<file path="src/rtl/cla_add_arbiter.sv">
// Round-robin sharing of one external 32-bit carry-lookahead adder between two requesters.
// Optional subtract support is built in when the macro CLA_ARB_SUB_EN is defined.
module cla_add_arbiter #(
    parameter int WIDTH = 32
) (
    input  logic             clk,
    input  logic             rst_n,
    input  logic [1:0]       req_valid,
    output logic [1:0]       req_ready,
    input  logic [WIDTH-1:0] req0_a,
    input  logic [WIDTH-1:0] req0_b,
    input  logic [WIDTH-1:0] req1_a,
    input  logic [WIDTH-1:0] req1_b,
    input  logic [1:0]       req_chain,
    input  logic [1:0]       req_sub,
    output logic [WIDTH-1:0] add_a,
    output logic [WIDTH-1:0] add_b,
    output logic             add_cin,
    input  logic [WIDTH-1:0] add_s,
    input  logic             add_cout,
    output logic [1:0]       resp_valid,
    output logic [WIDTH-1:0] resp_sum,
    output logic             resp_cout
);

    logic [1:0]       grant;
    logic             last_grant;
    logic             accept;
    logic             sel;
    logic             exec_valid;
    logic [WIDTH-1:0] a_q;
    logic [WIDTH-1:0] b_q;
    logic             chain_q;
    logic             id_q;
    logic [1:0]       carry_q;

    // On a tie the requester that did not win last time is granted.
    always_comb begin
        grant = 2'b00;
        case (req_valid)
            2'b01:   grant = 2'b01;
            2'b10:   grant = 2'b10;
            2'b11:   grant = last_grant ? 2'b01 : 2'b10;
            default: grant = 2'b00;
        endcase
    end

    assign req_ready = rst_n ? grant : 2'b00;
    assign accept    = |req_ready;
    assign sel       = req_ready[1];

`ifdef CLA_ARB_SUB_EN
    logic sub_q;

    always_ff @(posedge clk or negedge rst_n) begin
        if (!rst_n) begin
            sub_q <= 1'b0;
        end else if (accept) begin
            sub_q <= req_sub[sel];
        end
    end
`else
    logic unused_sub;
    assign unused_sub = ^req_sub;
`endif

    always_ff @(posedge clk or negedge rst_n) begin
        if (!rst_n) begin
            exec_valid <= 1'b0;
            last_grant <= 1'b1;
            a_q        <= '0;
            b_q        <= '0;
            chain_q    <= 1'b0;
            id_q       <= 1'b0;
        end else begin
            exec_valid <= accept;
            if (accept) begin
                last_grant <= sel;
                a_q        <= sel ? req1_a : req0_a;
                b_q        <= sel ? req1_b : req0_b;
                chain_q    <= req_chain[sel];
                id_q       <= sel;
            end
        end
    end

    // Adder inputs idle at zero; an unchained subtract uses cin=1 to form a - b.
    always_comb begin
        add_a   = '0;
        add_b   = '0;
        add_cin = 1'b0;
        if (exec_valid) begin
            add_a = a_q;
`ifdef CLA_ARB_SUB_EN
            add_b   = sub_q ? ~b_q : b_q;
            add_cin = chain_q ? carry_q[id_q] : sub_q;
`else
            add_b   = b_q;
            add_cin = chain_q & carry_q[id_q];
`endif
        end
    end

    always_ff @(posedge clk or negedge rst_n) begin
        if (!rst_n) begin
            resp_valid <= 2'b00;
            resp_sum   <= '0;
            resp_cout  <= 1'b0;
            carry_q    <= 2'b00;
        end else if (exec_valid) begin
            resp_valid       <= id_q ? 2'b10 : 2'b01;
            resp_sum         <= add_s;
            resp_cout        <= add_cout;
            carry_q[id_q]    <= add_cout;
        end else begin
            resp_valid <= 2'b00;
        end
    end

endmodule

</file>
<file path="config.mk">
export PLATFORM = sky130hd
export DESIGN_NAME = cla_add_arbiter
export DESIGN_NICKNAME = d
export VERILOG_FILES = /design/src/rtl/cla_add_arbiter.sv
export SDC_FILE = /design/constraint.sdc
export NUM_CORES = 1
export LEC_CHECK = 0
export BUFFER_PORTS_ARGS = -buffer_cell sky130_fd_sc_hd__buf_4
export CORE_ASPECT_RATIO = 0.6
export CORE_MARGIN = 4
export CORE_UTILIZATION = 45
export CTS_BUF_LIST = sky130_fd_sc_hd__clkbuf_4 sky130_fd_sc_hd__clkbuf_8 sky130_fd_sc_hd__clkbuf_16
export DETAILED_ROUTE_END_ITERATION = 7
export GPL_TIMING_DRIVEN = 0
export MAX_ROUTING_LAYER = met4
export PLACE_DENSITY = 0.81
export SYNTH_ARGS = -nofsm -noshare
export SYNTH_HDL_FRONTEND = slang
export SYNTH_SLANG_ARGS = --single-unit
</file>
<file path="constraint.sdc">
create_clock -name clk -period 2.9 [get_ports clk]
set_input_delay 0.58 -clock clk [delete_from_list [all_inputs] [get_ports clk]]
set_output_delay 0.58 -clock clk [all_outputs]
set_load 0.05 [all_outputs]
</file>
==> summary.md <==
| Metric | Value |
|---|---|
| Status | `complete, no violations` |
| Area after DPL | `0.00696 mm²` |
| Area grow syn2layout | `52.8%` |
| WL/cell | `18.8 µm` |
| Fill cells | `761` |
| Placed Cells | `784` |
| Slowest cell on the critical path | `buf_8` |
| FF/Latch Area | `0.00263 mm²` |
| CTS Sinks | `105` |
| Peak VDD IR | `0.000431 V` |
| Worst R2R End | `b_q[19]$_DFFE_PN0P_` |
| ANT cells | `0` |
| Synth warn | `0` |
| Max Clock Freq | `374 MHz` |
| Final hold slack | `0.276 ns` |
| R2r startpoint | `last_grant$_DFFE_PN1P_` |
| First-pass GRT wire length | `23,300 µm` |
| Die ar. | `0.0124 mm²` |
| Critical path cell sequence | `buf_8 -> nand2_1 -> a21oi_2 -> buf_2 -> buf_4` |
| Max transition margin | `0.478` |
| Cell Pwr Density | `631 mW/mm²` |
| Fin util | `0.722` |
| H-tree Lvls | `3` |
| Worst slew pin tran | `0.783 ns` |
| Worst Clk Skew | `0.00914 ns` |
| DRC | `0` |
| Syn_nets | `550` |
| CTS Hold Bufs | `0` |
| Ratio of cells with drive above 1 in the final layout | `0.523` |
| Crit path to | `req_ready[0]` |
| Delay-heaviest family, CP | `buffers and inverters` |
| Worst setup SP type | `primary input` |
| Setup Buffers After CTS | `0` |
| Post-Layout Cell Count | `800` |
| Pre-Repair DR Iteration Count | `4` |
| Post_cts resized | `1` |
| Critical Path AT | `2.10 ns` |
| Crit end category | `output pin` |
| Gr ovfl total | `0` |
| Top cell type's share of synthesized area | `0.544` |
| Worst setup margin | `0.224 ns` |
| Unrepaired setup endpoints after global routing | `no` |
| Reg clk slew, reported paths | `0.07 ns` |
| Leak | `3.61 nW` |
| Leading cell type in the layout, fill and taps excluded | `buf_4` |
| MaxCap Viol Count | `0` |
| CTS tree | `done` |
| Synth cell types | `19` |
| Via count of the first global-routing pass | `4,473` |
| Top post-synthesis cells by area | `dfrtp_1, a221o_1, and2_1, mux2_2, and2_0` |
| Nets | `829` |
| Overall Global Routing Usage | `0.247` |
| Max Transition Viols Final | `0` |
| Maximum fanout along the worst path | `108` |
| Critical path's largest stage delay | `0.55 ns` |
| Sequential fraction of the synthesis area | `0.550` |
| 1st-iter DRT viols | `150` |
| Via/cell ratio | `5.17` |
| Initial Utilization | `0.472` |
| Port bufs | `268` |
| Die Ht | `87.9 µm` |
| Reg2Reg Depth | `5` |
| Clock root cell | `clkbuf_16` |
| Minimum clock period after layout | `2.68 ns` |
| Number of routed nets with antenna violations | `0` |
| Crit path from | `rst_n` |
| Setup TNS | `0 ns` |
| Post-route cell area | `0.00731 mm²` |
| CTS buffer count | `9` |
| Final hold vios | `0` |
| Initial antenna violation count | `0` |
| Syn avg cell area | `12.6 µm²` |
| Final setup fails | `0` |
| Post-DP HPWL | `11,700 µm` |
| Required time worst endpoint | `2.32 ns` |
| Total core area | `0.0101 mm²` |
| Cell Rows | `28` |
| Largest net degree at the start of global routing | `109` |
| R2R Setup Slk | `1.42 ns` |
| Final period utilization | `0.923` |
| Multi-input logic area | `0.00193 mm²` |
| Most frequent cells in the layout | `buf_4, dfrtp_1, and2_1` |
| Critical path buffers and inverters | `3` |
| Area leader, netlist | `dfrtp_1` |
| Clock Path Buffers | `2` |
| Routed Wire Length | `15,100 µm` |
| Critical path type | `in2out` |
| Setup slack at placement | `-0.338 ns` |
| Synthesized flop and latch total | `105` |
| Worst skew pair latency | `0.34 ns` |
| Tot Pwr | `4.61 mW` |
| Synthesized area | `0.00478 mm²` |
| IO Count | `271` |
| Post-Synthesis Cells | `381` |
| Placer congestion estimate | `0.933` |
| Total number of vias | `4,135` |
| Levels on crit path | `5` |
| Min-delay worst type | `in2async` |
| DIE WIDTH | `141 µm` |
[where the power goes]
group | internal (mW) | switching [mW]
combinational | 0.611 | 0.862
sequential | 1.69 | 0.108
clock | 0.778 | 0.561
total | 3.08 | 1.53
[registers in the layout, indices dropped and copies added (netlist names), 2 cells and up]
| register | cells |
|---|---|
| a_q | 32 |
| b_q | 32 |
| resp_sum | 32 |
| carry_q | 2 |
| resp_valid | 2 |
[routing by layer]
metal  GRT usage  routed length (µm)  vias up
met3      0.0682                1160        6
met2       0.422                7760      163
li1            -                   -     1919
met4      0.0431                  77        0
met5           -                   0        -
met1       0.302                6060     2047
[layout make-up]
class / instances / area share
Sequential cell: 105 / 0.360
Buffer: 32 / 0.0291
Inverter: 2 / 0.00103
Clock inverter: 7 / 0.0151
Clock buffer: 9 / 0.0308
Multi-Input combinational cell: 242 / 0.265
Timing Repair Buffer: 268 / 0.276
Tap cell: 135 / 0.0231
[cells by family (layout without fill, tap and decap cells)]
kind of cell	count (synthesis)	count (layout)	synth area share
simple gates	136	136	0.175
flops	105	105	0.550
compound gates	70	70	0.145
mux	36	36	0.0845
buf+inv	34	318	0.0460
[cells in the mapped netlist]
| cell type | n |
|---|---|
| a21oi_2 | 2 |
| a221o_1 | 65 |
| and2_0 | 31 |
| and2_1 | 99 |
| buf_2 | 11 |
| buf_4 | 5 |
| buf_6 | 8 |
| clkbuf_1 | 8 |
| dfrtp_1 | 104 |
| dfstp_2 | 1 |
| inv_1 | 2 |
| mux2_2 | 35 |
| mux2i_1 | 1 |
| nand2_1 | 4 |
| nor2_1 | 1 |
| nor2b_1 | 1 |
| o21ai_0 | 1 |
| o21ai_2 | 1 |
| o21ba_2 | 1 |
[worst min path at each step]
| stage | from | slack, ns | to | cells past startpoint |
|---|---|---|---|---|
| after floorplan | rst_n | 0.28 | a_q[0]$_DFFE_PN0P_ | 0 |
| after global placement | carry_q[0]$_DFFE_PN0P_ | 0.49 | carry_q[0]$_DFFE_PN0P_ | 1 |
| after detailed placement | carry_q[0]$_DFFE_PN0P_ | 0.49 | carry_q[0]$_DFFE_PN0P_ | 1 |
| after CTS | rst_n | 0.40 | a_q[19]$_DFFE_PN0P_ | 1 |
| after global routing | rst_n | 0.32 | a_q[25]$_DFFE_PN0P_ | 1 |
| final | rst_n | 0.28 | a_q[19]$_DFFE_PN0P_ | 1 |
Note: power is estimated with default switching activity, not from simulation.
